## config.mk

```make
export PLATFORM = sky130hd
export DESIGN_NAME = instr_fetch
export DESIGN_NICKNAME = d
export VERILOG_FILES = /design/src/rtl/instr_fetch_pkg.sv /design/src/rtl/instr_fetch_fifo.sv /design/src/rtl/instr_fetch.sv
export SDC_FILE = /design/constraint.sdc
export NUM_CORES = 1
export LEC_CHECK = 0
export CORE_MARGIN = 3
export CORE_UTILIZATION = 45
export DETAILED_ROUTE_END_ITERATION = 8
export GPL_TIMING_DRIVEN = 0
export PLACE_DENSITY = 0.69
export SLEW_MARGIN = 20
export SYNTH_ARGS = -nofsm -noshare
export SYNTH_HDL_FRONTEND = slang
export SYNTH_SLANG_ARGS = --single-unit
```

## constraint.sdc

```tcl
create_clock -name clk -period 5.8 [get_ports clk]
set_input_delay 1.45 -clock clk [delete_from_list [all_inputs] [get_ports clk]]
set_output_delay 1.45 -clock clk [all_outputs]
set_load 0.01 [all_outputs]
```

## src/rtl/instr_fetch_pkg.sv

```systemverilog
// Shared fetch-stage types and instruction constants for the 9-bit CPU front end.
package instr_pack;

    typedef enum logic [1:0] {
        F_IDLE,
        F_RUN,
        F_HALT
    } fetch_state;

    localparam logic [4:0] OP_FUNC = 5'b11111;
    localparam logic [3:0] FN_DONE = 4'b1111;
    localparam logic [8:0] INSTR_DONE = {OP_FUNC, FN_DONE};

    function automatic logic is_done(input logic [8:0] word);
        return word == INSTR_DONE;
    endfunction

endpackage

```

## src/rtl/instr_fetch_fifo.sv

```systemverilog
// Synchronous FIFO holding {pc, instr} words between ROM and decoder.
// Push and pop may coincide at any occupancy; flush empties it in one cycle.
module inst_fifo #(
    parameter int unsigned W     = 19,
    parameter int unsigned DEPTH = 2
) (
    input  logic                         clk,
    input  logic                         reset,
    input  logic                         flush,
    input  logic                         push,
    input  logic                         pop,
    input  logic [W-1:0]                 din,
    output logic [W-1:0]                 dout,
    output logic [$clog2(DEPTH+1)-1:0]   count,
    output logic                         empty
);
    localparam int unsigned AW = (DEPTH > 1) ? $clog2(DEPTH) : 1;
    localparam int unsigned CW = $clog2(DEPTH + 1);

    logic [W-1:0]  mem [DEPTH];
    logic [AW-1:0] rd_ptr, wr_ptr;
    logic [CW-1:0] count_q;
    logic          do_push, do_pop;

    // A pop frees a slot for a same-cycle push, so a full FIFO can still accept.
    assign do_pop  = pop && (count_q != '0);
    assign do_push = push && ((count_q != CW'(DEPTH)) || do_pop);

    assign dout  = mem[rd_ptr];
    assign count = count_q;
    assign empty = (count_q == '0);

    always_ff @(posedge clk or posedge reset) begin
        if (reset) begin
            mem     <= '{default: '0};
            rd_ptr  <= '0;
            wr_ptr  <= '0;
            count_q <= '0;
        end else if (flush) begin
            rd_ptr  <= '0;
            wr_ptr  <= '0;
            count_q <= '0;
        end else begin
            if (do_push) begin
                mem[wr_ptr] <= din;
                wr_ptr      <= wr_ptr + 1'b1;
            end
            if (do_pop) begin
                rd_ptr <= rd_ptr + 1'b1;
            end
            count_q <= count_q + CW'(do_push) - CW'(do_pop);
        end
    end

endmodule

```

## src/rtl/instr_fetch.sv

```systemverilog
// Instruction fetch: owns the PC, reads the 1-cycle ROM and feeds {pc, instr}
// to the decoder through a credit-limited FIFO; stops on the func-done word.
module instr_fetch
    import instr_pack::*;
#(
    parameter int unsigned PC_W     = 10,
    parameter int unsigned IW       = 9,
    parameter int unsigned DEPTH    = 2,
    parameter int unsigned START_PC = 0
) (
    input  logic            clk,
    input  logic            reset,
    input  logic            start,
    output logic            imem_req,
    output logic [PC_W-1:0] imem_addr,
    input  logic [IW-1:0]   imem_rdata,
    output logic            inst_valid,
    output logic [IW-1:0]   inst_data,
    output logic [PC_W-1:0] inst_pc,
    input  logic            inst_ready,
    input  logic            redirect_en,
    input  logic [PC_W-1:0] redirect_pc,
    output logic            halted
);
    localparam int unsigned     CW       = $clog2(DEPTH + 1);
    localparam logic [PC_W-1:0] PC_RESET = PC_W'(START_PC);
    localparam logic [CW:0]     CREDIT   = (CW+1)'(DEPTH);

    fetch_state state_q, state_d;
    logic [PC_W-1:0] pc_q, pc_d, addr_q;
    logic            stop_q, stop_d, inflight_q;

    logic               fifo_push, fifo_pop, fifo_flush, fifo_empty;
    logic [CW-1:0]      fifo_count;
    logic [PC_W+IW-1:0] fifo_head;
    logic [CW:0]        occupancy;

    inst_fifo #(
        .W     (PC_W + IW),
        .DEPTH (DEPTH)
    ) u_fifo (
        .clk   (clk),
        .reset (reset),
        .flush (fifo_flush),
        .push  (fifo_push),
        .pop   (fifo_pop),
        .din   ({addr_q, imem_rdata}),
        .dout  (fifo_head),
        .count (fifo_count),
        .empty (fifo_empty)
    );

    // Slots already claimed: entries left after this cycle's pop plus the response now arriving.
    assign occupancy = {1'b0, fifo_count} - {{CW{1'b0}}, fifo_pop} + {{CW{1'b0}}, inflight_q};

    assign inst_pc   = fifo_head[PC_W+IW-1:IW];
    assign inst_data = fifo_head[IW-1:0];
    assign halted    = (state_q == F_HALT);

    always_comb begin
        state_d    = state_q;
        pc_d       = pc_q;
        stop_d     = stop_q;
        imem_req   = 1'b0;
        imem_addr  = pc_q;
        inst_valid = 1'b0;
        fifo_push  = 1'b0;
        fifo_pop   = 1'b0;
        fifo_flush = 1'b0;

        case (state_q)
            F_IDLE, F_HALT: begin
                if (start) begin
                    state_d    = F_RUN;
                    fifo_flush = 1'b1;
                    stop_d     = 1'b0;
                    imem_req   = 1'b1;
                    imem_addr  = PC_RESET;
                    pc_d       = PC_RESET + PC_W'(1);
                end
            end
            F_RUN: begin
                inst_valid = !fifo_empty;
                fifo_pop   = inst_valid && inst_ready;
                if (redirect_en) begin
                    // The response arriving now belongs to the old path: not pushed, FIFO cleared.
                    fifo_flush = 1'b1;
                    pc_d       = redirect_pc;
                    stop_d     = 1'b0;
                end else begin
                    fifo_push = inflight_q;
                    if (fifo_push && is_done(imem_rdata)) begin
                        stop_d = 1'b1;
                    end
                    if (fifo_pop && is_done(inst_data)) begin
                        state_d    = F_HALT;
                        fifo_flush = 1'b1;
                    end
                    if (!stop_d && (occupancy < CREDIT)) begin
                        imem_req = 1'b1;
                        pc_d     = pc_q + PC_W'(1);
                    end
                end
            end
            default: state_d = F_IDLE;
        endcase
    end

    always_ff @(posedge clk or posedge reset) begin
        if (reset) begin
            state_q    <= F_IDLE;
            pc_q       <= PC_RESET;
            stop_q     <= 1'b0;
            inflight_q <= 1'b0;
            addr_q     <= '0;
        end else begin
            state_q    <= state_d;
            pc_q       <= pc_d;
            stop_q     <= stop_d;
            inflight_q <= imem_req;
            if (imem_req) begin
                addr_q <= imem_addr;
            end
        end
    end

endmodule

```

==> results of run 1 <==
[layer usage]
| layer | GRT usage, % | vias up | wire [um] | share of wire, % |
|---|---|---|---|---|
| met5 | 0 | - | 0 | 0 |
| met4 | 5.25 | 0 | 97 | 1.3 |
| met3 | 5.39 | 10 | 398 | 5.1 |
| met2 | 31.0 | 71 | 3720 | 48 |
| met1 | 25.9 | 1240 | 3530 | 46 |
| li1 | - | 1164 | - | - |
[Yosys cell counts (all sizes together), types with 3 or more instances]
cell type  count  area (um2)
buf            6        61.3
nand4          4        25.0
inv           11        41.3
mux2i         14         140
clkbuf         7        26.3
o31ai          3        32.5
nand2         12        45.0
nor2b          3        18.8
a31oi          3        18.8
nand3          7        52.6
nand2b         4        25.0
and2           8        50.1
dfrtp         66        1650
ha             4        50.1
nor3           7        40.0
a21oi          7        35.0
nor2          21        78.8
mux2          62         736
xnor2          6        52.6
o21ai         10        50.0
[logic make-up after synthesis]
kind of cell | after synthesis
multiplexers | 76
AND/OR/NAND/NOR | 73
flip-flops | 66
AO/OA/AOI/OAI | 36
buffers and inverters | 25
XOR/XNOR | 7
adder cells (fa/ha/maj) | 5
[layout make-up]
| type | count | area [um2] | area share [%] |
|---|---|---|---|
| Timing Repair Buffer | 58 | 592 | 13.5 |
| Buffer | 13 | 91.3 | 2.09 |
| Multi-Input combinational cell | 197 | 1670 | 38.3 |
| Sequential cell | 66 | 1650 | 37.8 |
| Inverter | 12 | 47.5 | 1.09 |
| Clock inverter | 7 | 70.1 | 1.60 |
| Tap cell | 99 | 124 | 2.83 |
| Clock buffer | 9 | 124 | 2.83 |
[power by group]
| part | leakage [nW] | internal [mW] | total (mW) | switching, mW |
|---|---|---|---|---|
| clock network | 0.0873 | 0.197 | 0.381 | 0.184 |
| logic | 0.957 | 0.653 | 1.11 | 0.459 |
| registers | 0.829 | 0.667 | 0.840 | 0.173 |
| total | 1.87 | 1.52 | 2.33 | 0.816 |
[through the flow]
step | area [um2] | cells | setup TNS, ps | utilization [%]
2_1_floorplan | 3440 | 288 | 0 | -
3_3_place_gp | 4110 | 442 | -478 | 56.1
3_5_place_dp | 4140 | 443 | -532 | 56.5
4_1_cts | 4370 | 461 | 0 | 59.7
5_1_grt | 4370 | 461 | 0 | 59.7
6_report | 4370 | 461 | 0 | 59.7
[flip-flops by register name, indices dropped and copies added, names as in the netlist]
| register | count |
|---|---|
| u_fifo.mem | 38 |
| state_q | 2 |
| u_fifo.wr_ptr | 1 |
| inflight_q | 1 |
| u_fifo.count | 2 |
| addr_q | 10 |
| pc_q | 10 |
| u_fifo.rd_ptr | 1 |
| stop_q | 1 |
[worst min path at each step]
stage | from | end | cells after the start
after global routing | u_fifo.mem[12]$_DFFE_PP0P_ | u_fifo.mem[12]$_DFFE_PP0P_ | 1
final | u_fifo.mem[37]$_DFFE_PP0P_ | u_fifo.mem[37]$_DFFE_PP0P_ | 1
after detailed placement | u_fifo.mem[16]$_DFFE_PP0P_ | u_fifo.mem[16]$_DFFE_PP0P_ | 1
after global placement | u_fifo.mem[7]$_DFFE_PP0P_ | u_fifo.mem[7]$_DFFE_PP0P_ | 1
after floorplan | u_fifo.mem[7]$_DFFE_PP0P_ | u_fifo.mem[7]$_DFFE_PP0P_ | 1
after CTS | u_fifo.mem[16]$_DFFE_PP0P_ | u_fifo.mem[16]$_DFFE_PP0P_ | 1
[critical path, stage by stage]
cell and delay, ps:
clkdlybuf4s50_1 510, o21ai_2 100, nor2_1 130, ha_1 240
nand2b_1 150, fa_1 370, xnor2_1 180, nand2_2 130
nor4_4 340, buf_6 140, or2_2 110, dlygate4sd2_1 260
[what timing repair did]
item / CTS / global route
setup endpoints to repair: 1 / 0
setup buffers: 2 / 0
hold endpoints to repair: 0 / 0
resized for setup: 7 / 0
==> impl_metrics.env, run 1 <==
export IMPL_status="complete, no violations"
export IMPL_die_area_um2=8720
export IMPL_wl_um=7740
export IMPL_areaGrowthSynthToFinish_pct=27.3
export IMPL_synth_top_family_by_area="multiplexers"
export IMPL_drive_above_1_share_pct=27.1
export IMPL_cp_data_required_time_ps=4350
export IMPL_wl_per_cell_um=16.8
export IMPL_nNetsFinal=386
export IMPL_routabilityCongestion=0.784
export IMPL_r2r_worst_path_cells=12
export IMPL_hp_class="reg -> reg"
export IMPL_die_y_um=93.4
export IMPL_rrSetupSlack_ps=2340
export IMPL_synthSimpleGateAreaFrac_pct=11.4
export IMPL_antenna_cells=0
export IMPL_cp_data_arrival_time_ps=4130
export IMPL_synth_edf_count=0
export IMPL_cp_max_fo=3
export IMPL_grt_pass1_vias=2668
export IMPL_clock_fmax_mhz=179
export IMPL_critPathLaunchType="primary input"
export IMPL_setup_viol=0
export IMPL_port_buffers=55
export IMPL_fin_ws_ps=217
export IMPL_ant_nets=0
export IMPL_synth_xor_area_share_pct=1.78
export IMPL_cts_root_buffer="clkbuf_8"
export IMPL_cts_tree="yes"
export IMPL_syn_area_per_cell_um2=11.9
export IMPL_synthAdderAreaFrac_pct=2.04
export IMPL_netlist_area_um2=3440
export IMPL_viasPerCell=5.39
export IMPL_rows=31
export IMPL_htree_levels=3
export IMPL_tightestPinTransition_ps=897
export IMPL_grt_pass1_wl_um=13200
export IMPL_drv_slew=0
export IMPL_clkTransAtPathRegs_ps=80
export IMPL_period_needed_ps=5580
export IMPL_layout_common_cells="66 x dfrtp_1, 54 x clkdlybuf4s50_1, 50 x mux2_2"
export IMPL_cts_sinks=66
export IMPL_holdWs_ps=505
export IMPL_core_um2=7330
export IMPL_finalClockSkew_ps=9.71
export IMPL_grt_util_all_layers_pct=19.4
export IMPL_gr_total_overflow=0
export IMPL_grt_max_degree=57
export IMPL_place_hpwl_um=5450
export IMPL_place_ws_ps=-532
export IMPL_synthMuxAreaShare_pct=25.5
export IMPL_drt_first_iter_violations=71
export IMPL_synth_ff_type="dfrtp_1"
export IMPL_num_vias=2485
export IMPL_clk_insertion_delay_late_ps=340
export IMPL_endpoint_kind="primary output"
export IMPL_max_slew_margin_rel_pct=39.7
export IMPL_finalHoldViolCount=0
export IMPL_die_w_um=93.4
export IMPL_ys_seq_area_share_pct=48.1
export IMPL_drc=0
export IMPL_power_total_mw=2.33
export IMPL_hold_buffers=0
export IMPL_yosys_cell_types_count=50
export IMPL_period_share_pct=96.3
export IMPL_antenna_found_initial=0
export IMPL_fill_cells=600
export IMPL_ys_async_sr_fraction_pct=100
export IMPL_initial_core_util_pct=46.9
export IMPL_drv_cap=0
export IMPL_ys_warn_count=0
export IMPL_cts_path_max_buffers=2
export IMPL_crit_path_end="imem_req"
export IMPL_final_common_cell="dfrtp_1"
export IMPL_rsz0062_at_grt="false"
export IMPL_ys_ff_latch=66
export IMPL_worstReg2RegEnd="pc_q[9]$_DFFE_PP0P_"
export IMPL_ios=56
export IMPL_irDropWorstVdd_mv=0.310
export IMPL_syn_nets=317
export IMPL_leakage_nw=1.87
export IMPL_r2r_start="state_q[0]$_DFFE_PP0P_"
export IMPL_path_class="in -> out"
export IMPL_drt_pass1_iter_count=4
export IMPL_critPathLaunch="inst_ready"
export IMPL_syn_inst=288
export IMPL_synth_compound_area_share_pct=7.35
export IMPL_power_density_nw_per_um2=533
export IMPL_cts_inserted_buffers=9
No activity file was read; power rests on OpenSTA's default activity.
==> run 2: changes to the inputs <==
CORE_MARGIN = not set   (was 3)
SETUP_SLACK_MARGIN = 0.1   (was not set)
==> run 2 against run 1 <==
Sequential power barely moved. Clock-buffer cell count increased by 2. Final area rose by 0.37%. First-iteration DRC count shrank 14%. Clock power increased by 9.7%. Cell count is the same. Clock skew is 0.51 ps higher. Worst setup slack improved by 74 ps. Largest cell class unchanged.
==> impl_metrics.env, run 2 (synthesized netlist as in run 1, its figures left out) <==
export IMPL_place_ws_ps=-553
export IMPL_drive_above_1_share_pct=26.5
export IMPL_path_class="in -> out"
export IMPL_path_cells="clkdlybuf4s50_1, o21ai_2, nor2_1, ha_1, nand2b_1, fa_1, xnor2_1, nand2_2, nor4_4, buf_6, or2_2, dlygate4sd2_1"
export IMPL_drt_pass1_iter_count=4
export IMPL_clkTransAtPathRegs_ps=70
export IMPL_period_share_pct=95.0
export IMPL_wl_per_cell_um=16.6
export IMPL_irDropWorstVdd_mv=0.242
export IMPL_fin_setup_tns_ps=0
export IMPL_regMostFlops="u_fifo.mem"
export IMPL_die_w_um=89.4
export IMPL_initial_core_util_pct=46.9
export IMPL_power_density_nw_per_um2=539
export IMPL_placed_cell_area_um2=4140
export IMPL_endpoint_kind="primary output"
export IMPL_place_hpwl_um=5390
export IMPL_cts_sinks=66
export IMPL_period_needed_ps=5510
export IMPL_drv_cap=0
export IMPL_crit_path_max_incr_delay_ps=520
export IMPL_grt_pass1_wl_um=12700
export IMPL_drt_first_iter_violations=61
export IMPL_port_buffers=55
export IMPL_die_y_um=89.4
export IMPL_final_core_util_pct=59.9
export IMPL_cp_num_buf_inv=3
export IMPL_design_area_um2=4390
export IMPL_cts_root_buffer="clkbuf_8"
export IMPL_fin_ws_ps=291
export IMPL_instances_no_fill=461
export IMPL_cts_inserted_buffers=9
export IMPL_cp_data_arrival_time_ps=4060
export IMPL_max_slew_margin_rel_pct=37.6
export IMPL_layout_common_cells="66 x dfrtp_1, 54 x clkdlybuf4s50_1, 50 x mux2_2"
export IMPL_num_vias=2477
export IMPL_critical_path_top_delay_family="buffers and inverters"
export IMPL_cts_path_max_buffers=2
export IMPL_routabilityCongestion=0.804
export IMPL_rsz0062_at_grt="false"
export IMPL_hp_class="reg -> reg"
export IMPL_rows=31
export IMPL_status="complete, no violations"
export IMPL_dp_cells=443
export IMPL_top_regs="u_fifo.mem x38, addr_q x10, pc_q x10"
export IMPL_grt_util_all_layers_pct=21.2
export IMPL_tightestPinTransition_ps=927
export IMPL_drc=0
export IMPL_hold_buffers=0
export IMPL_cts_tree="yes"
export IMPL_htree_levels=3
export IMPL_grt_max_degree=57
export IMPL_clock_fmax_mhz=182
export IMPL_viasPerCell=5.37
export IMPL_wl_um=7650
export IMPL_finalClockSkew_ps=10.2
export IMPL_antenna_cells=0
export IMPL_finalHoldViolCount=0
export IMPL_clk_insertion_delay_late_ps=340
export IMPL_gr_total_overflow=0
export IMPL_drv_slew=0
export IMPL_core_um2=7330
export IMPL_die_area_um2=7990
export IMPL_areaGrowthSynthToFinish_pct=27.7
export IMPL_grt_pass1_vias=2604
export IMPL_nNetsFinal=386
export IMPL_antenna_found_initial=0
export IMPL_largest_register_ffs=38
export IMPL_cpMaxStageDelayCell="clkdlybuf4s50_1"
export IMPL_leakage_nw=1.89
export IMPL_setup_viol=0
export IMPL_ant_nets=0
export IMPL_cp_max_fo=3
export IMPL_critPathLaunchType="primary input"
export IMPL_final_common_cell="dfrtp_1"
export IMPL_ios=56
export IMPL_cp_data_required_time_ps=4350
## run 2: changes by cell type in the layout (fill, tap and decap cells not counted)
cell | before | now
clkinvlp_4 | 4 | 0
clkinv_4 | 0 | 1
bufinv_16 | 1 | 2
clkbuf_1 | 7 | 9
## run 2: worst paths after layout
path                                      startpoint                    endpoint  slack (ps)  cells past startpoint
setup / recovery                          inst_ready                    imem_req         290                     12
hold / removal             u_fifo.mem[7]$_DFFE_PP0P_   u_fifo.mem[7]$_DFFE_PP0P_         500                      1
setup reg to reg              state_q[0]$_DFFE_PP0P_         pc_q[3]$_DFFE_PP0P_        2360                     12
hold reg to reg            u_fifo.mem[7]$_DFFE_PP0P_   u_fifo.mem[7]$_DFFE_PP0P_         500                      1
max in group asynchronous                      reset          stop_q$_DFFE_PP0P_        3930                      3
min in group asynchronous                      reset  u_fifo.mem[21]$_DFFE_PP0P_        1360                      2
## run 2: cell type report
type / count / area [um2]
clock buffers: 11 / 131
multi-input cells: 197 / 1670
clock inverters: 5 / 78.8
flip-flops and latches: 66 / 1650
fillers: 617 / 2940
repair buffers: 58 / 592
plain buffers: 13 / 91.3
well taps: 99 / 124
inverters: 12 / 47.5
## run 2: metal layers
layer / vias up / track usage [%] / routed length [um]
met1: 1243 / 27.5 / 3580
met3: 11 / 4.52 / 281
met2: 58 / 35.2 / 3690
met5: - / 0 / 0
li1: 1165 / - / -
met4: 0 / 7.79 / 97
## run 2: power breakdown
group          switching, mW  internal, mW  leakage, nW  total [mW]
Clock                  0.176         0.242        0.107       0.418
Combinational          0.458         0.649        0.957        1.11
Sequential             0.174         0.667        0.829       0.842
## run 2: what timing repair did
item,in CTS,in global routing
endpoints found under the setup margin,1,1
setup buffers,2,0
gates resized for setup,7,0
pin swaps,2,1
cloned,0,0
## run 2: through the flow
| step | hold WS [ps] | total power [mW] |
|---|---|---|
| final | 497 | 2.37 |
| after global routing | 515 | 2.52 |
| after CTS | 501 | 2.39 |
| after detailed placement | 486 | 1.93 |
| after global placement | 478 | 1.90 |
| after floorplan | 464 | 1.50 |
==> run 3: changes to the inputs <==
CORE_MARGIN = 5   (was not set)
CTS_BUF_LIST = sky130_fd_sc_hd__clkbuf_8   (was not set)
==> run 3 against run 2 <==
Power is 0.23% lower. Non-clock buffer count did not move. Fmax is 1.1% lower. Worst setup slack worse by 61 ps. Final area down 0.20%. Critical endpoint unchanged. Worst hold slack about the same. Sequential cell count unchanged. Largest power group unchanged. Sequential power about the same. Wire length increased by 1.9%. Cell count unchanged. Core utilization down 0.12 points.
==> impl_metrics.env, run 3 (synthesized netlist as in run 1, its figures left out) <==
export IMPL_drv_slew=0
export IMPL_cts_path_max_buffers=2
export IMPL_max_slew_margin_rel_pct=42.4
export IMPL_placed_cell_area_um2=4130
export IMPL_irDropWorstVdd_mv=0.285
export IMPL_cp_data_required_time_ps=4350
export IMPL_instances_no_fill=461
export IMPL_cts_tree="yes"
export IMPL_grt_util_all_layers_pct=17.0
export IMPL_cts_root_buffer="clkbuf_8"
export IMPL_hold_buffers=0
export IMPL_antenna_cells=0
export IMPL_port_buffers=55
export IMPL_path_class="in -> out"
export IMPL_cts_inserted_buffers=9
export IMPL_drive_above_1_share_pct=26.8
export IMPL_tightestPinTransition_ps=856
export IMPL_cp_data_arrival_time_ps=4120
export IMPL_antenna_found_initial=0
export IMPL_clk_insertion_delay_late_ps=340
export IMPL_design_area_um2=4380
export IMPL_dp_cells=443
export IMPL_die_area_um2=9490
export IMPL_drv_cap=0
export IMPL_gr_total_overflow=0
export IMPL_cp_max_fo=3
export IMPL_die_y_um=97.4
export IMPL_cts_sinks=66
export IMPL_rows=31
export IMPL_routabilityCongestion=0.778
export IMPL_power_density_nw_per_um2=539
export IMPL_rsz0062_at_grt="false"
export IMPL_rrSetupSlack_ps=2420
export IMPL_leakage_nw=1.88
export IMPL_grt_max_degree=43
export IMPL_drt_pass1_iter_count=4
export IMPL_ios=56
export IMPL_regMostFlops="u_fifo.mem"
export IMPL_drt_first_iter_violations=79
export IMPL_holdWs_ps=497
export IMPL_viasPerCell=5.28
export IMPL_initial_core_util_pct=46.9
export IMPL_finalClockSkew_ps=10.7
export IMPL_nNetsFinal=386
export IMPL_finalHoldViolCount=0
export IMPL_layout_common_cells="66 x dfrtp_1, 54 x clkdlybuf4s50_1, 50 x mux2_2"
export IMPL_hp_class="reg -> reg"
export IMPL_status="complete, no violations"
export IMPL_num_vias=2434
export IMPL_die_w_um=97.4
export IMPL_wl_per_cell_um=16.9
export IMPL_endpoint_kind="primary output"
export IMPL_areaGrowthSynthToFinish_pct=27.5
export IMPL_final_common_cell="dfrtp_1"
export IMPL_grt_pass1_wl_um=13100
export IMPL_top_regs="u_fifo.mem x38, addr_q x10, pc_q x10"
export IMPL_htree_levels=3
export IMPL_clock_fmax_mhz=180
export IMPL_place_hpwl_um=5590
export IMPL_period_needed_ps=5570
export IMPL_critPathLaunchType="primary input"
export IMPL_largest_register_ffs=38
export IMPL_wl_um=7800
export IMPL_core_um2=7330
export IMPL_grt_pass1_vias=2614
export IMPL_fin_ws_ps=230
export IMPL_drc=0
export IMPL_ant_nets=0
export IMPL_clkTransAtPathRegs_ps=70
export IMPL_setup_viol=0
export IMPL_place_ws_ps=-506
export IMPL_period_share_pct=96.0
run 3: path summary, 6_finish.rpt:
path                                               to  depth (start not counted)                 startpoint
setup / recovery                             imem_req                         12                 inst_ready
setup reg to reg                addr_q[2]$_DFFE_PP0P_                         14     state_q[0]$_DFFE_PP0P_
max in group asynchronous         pc_q[8]$_DFFE_PP0P_                          3                      reset
hold reg to reg             u_fifo.mem[7]$_DFFE_PP0P_                          1  u_fifo.mem[7]$_DFFE_PP0P_
min in group asynchronous  u_fifo.mem[21]$_DFFE_PP0P_                          2                      reset
hold / removal              u_fifo.mem[7]$_DFFE_PP0P_                          1  u_fifo.mem[7]$_DFFE_PP0P_
run 3: layout make-up:
cell class	count	area [um2]
Sequential cell	66	1650
Multi-Input combinational cell	197	1670
Clock buffer	11	151
Clock inverter	5	61.3
Inverter	12	47.5
Buffer	13	91.3
Fill cell	622	2950
Tap cell	99	124
Timing Repair Buffer	58	584
run 3: worst max-delay path: stages:
cell and delay [ps]:
clkdlybuf4s50_1 500, o21ai_1 130, nor2_1 130, ha_1 230, nand2b_1 150, fa_1 380, xnor2_1 180, nand2_2 120
nor4_4 320, buf_6 140, or2_2 110, dlygate4sd2_1 270
run 3: what timing repair did:
action / 4_1_cts / 5_1_grt
endpoints found under the setup margin: 1 / 0
setup buffers: 2 / 0
resized for setup: 6 / 0
run 3: routing by layer:
layer	routed length [um]	vias up	GRT usage (%)
li1	-	1160	-
met3	336	6	3.52
met5	0	-	0
met1	3680	1204	23.3
met2	3700	64	26.9
met4	79	0	5.43
run 3: report_power, final:
group	total, mW	switching [mW]	internal (mW)
combinational	1.11	0.459	0.653
sequential	0.842	0.175	0.667
clock	0.407	0.183	0.223
run 3: stage by stage:
stage	power (mW)	TNS (ps)	utilization (%)
after floorplan	1.50	0	-
after global placement	1.90	-476	56.1
after detailed placement	1.93	-506	56.4
after CTS	2.38	0	59.8
after global routing	2.52	0	59.8
final	2.36	0	59.8
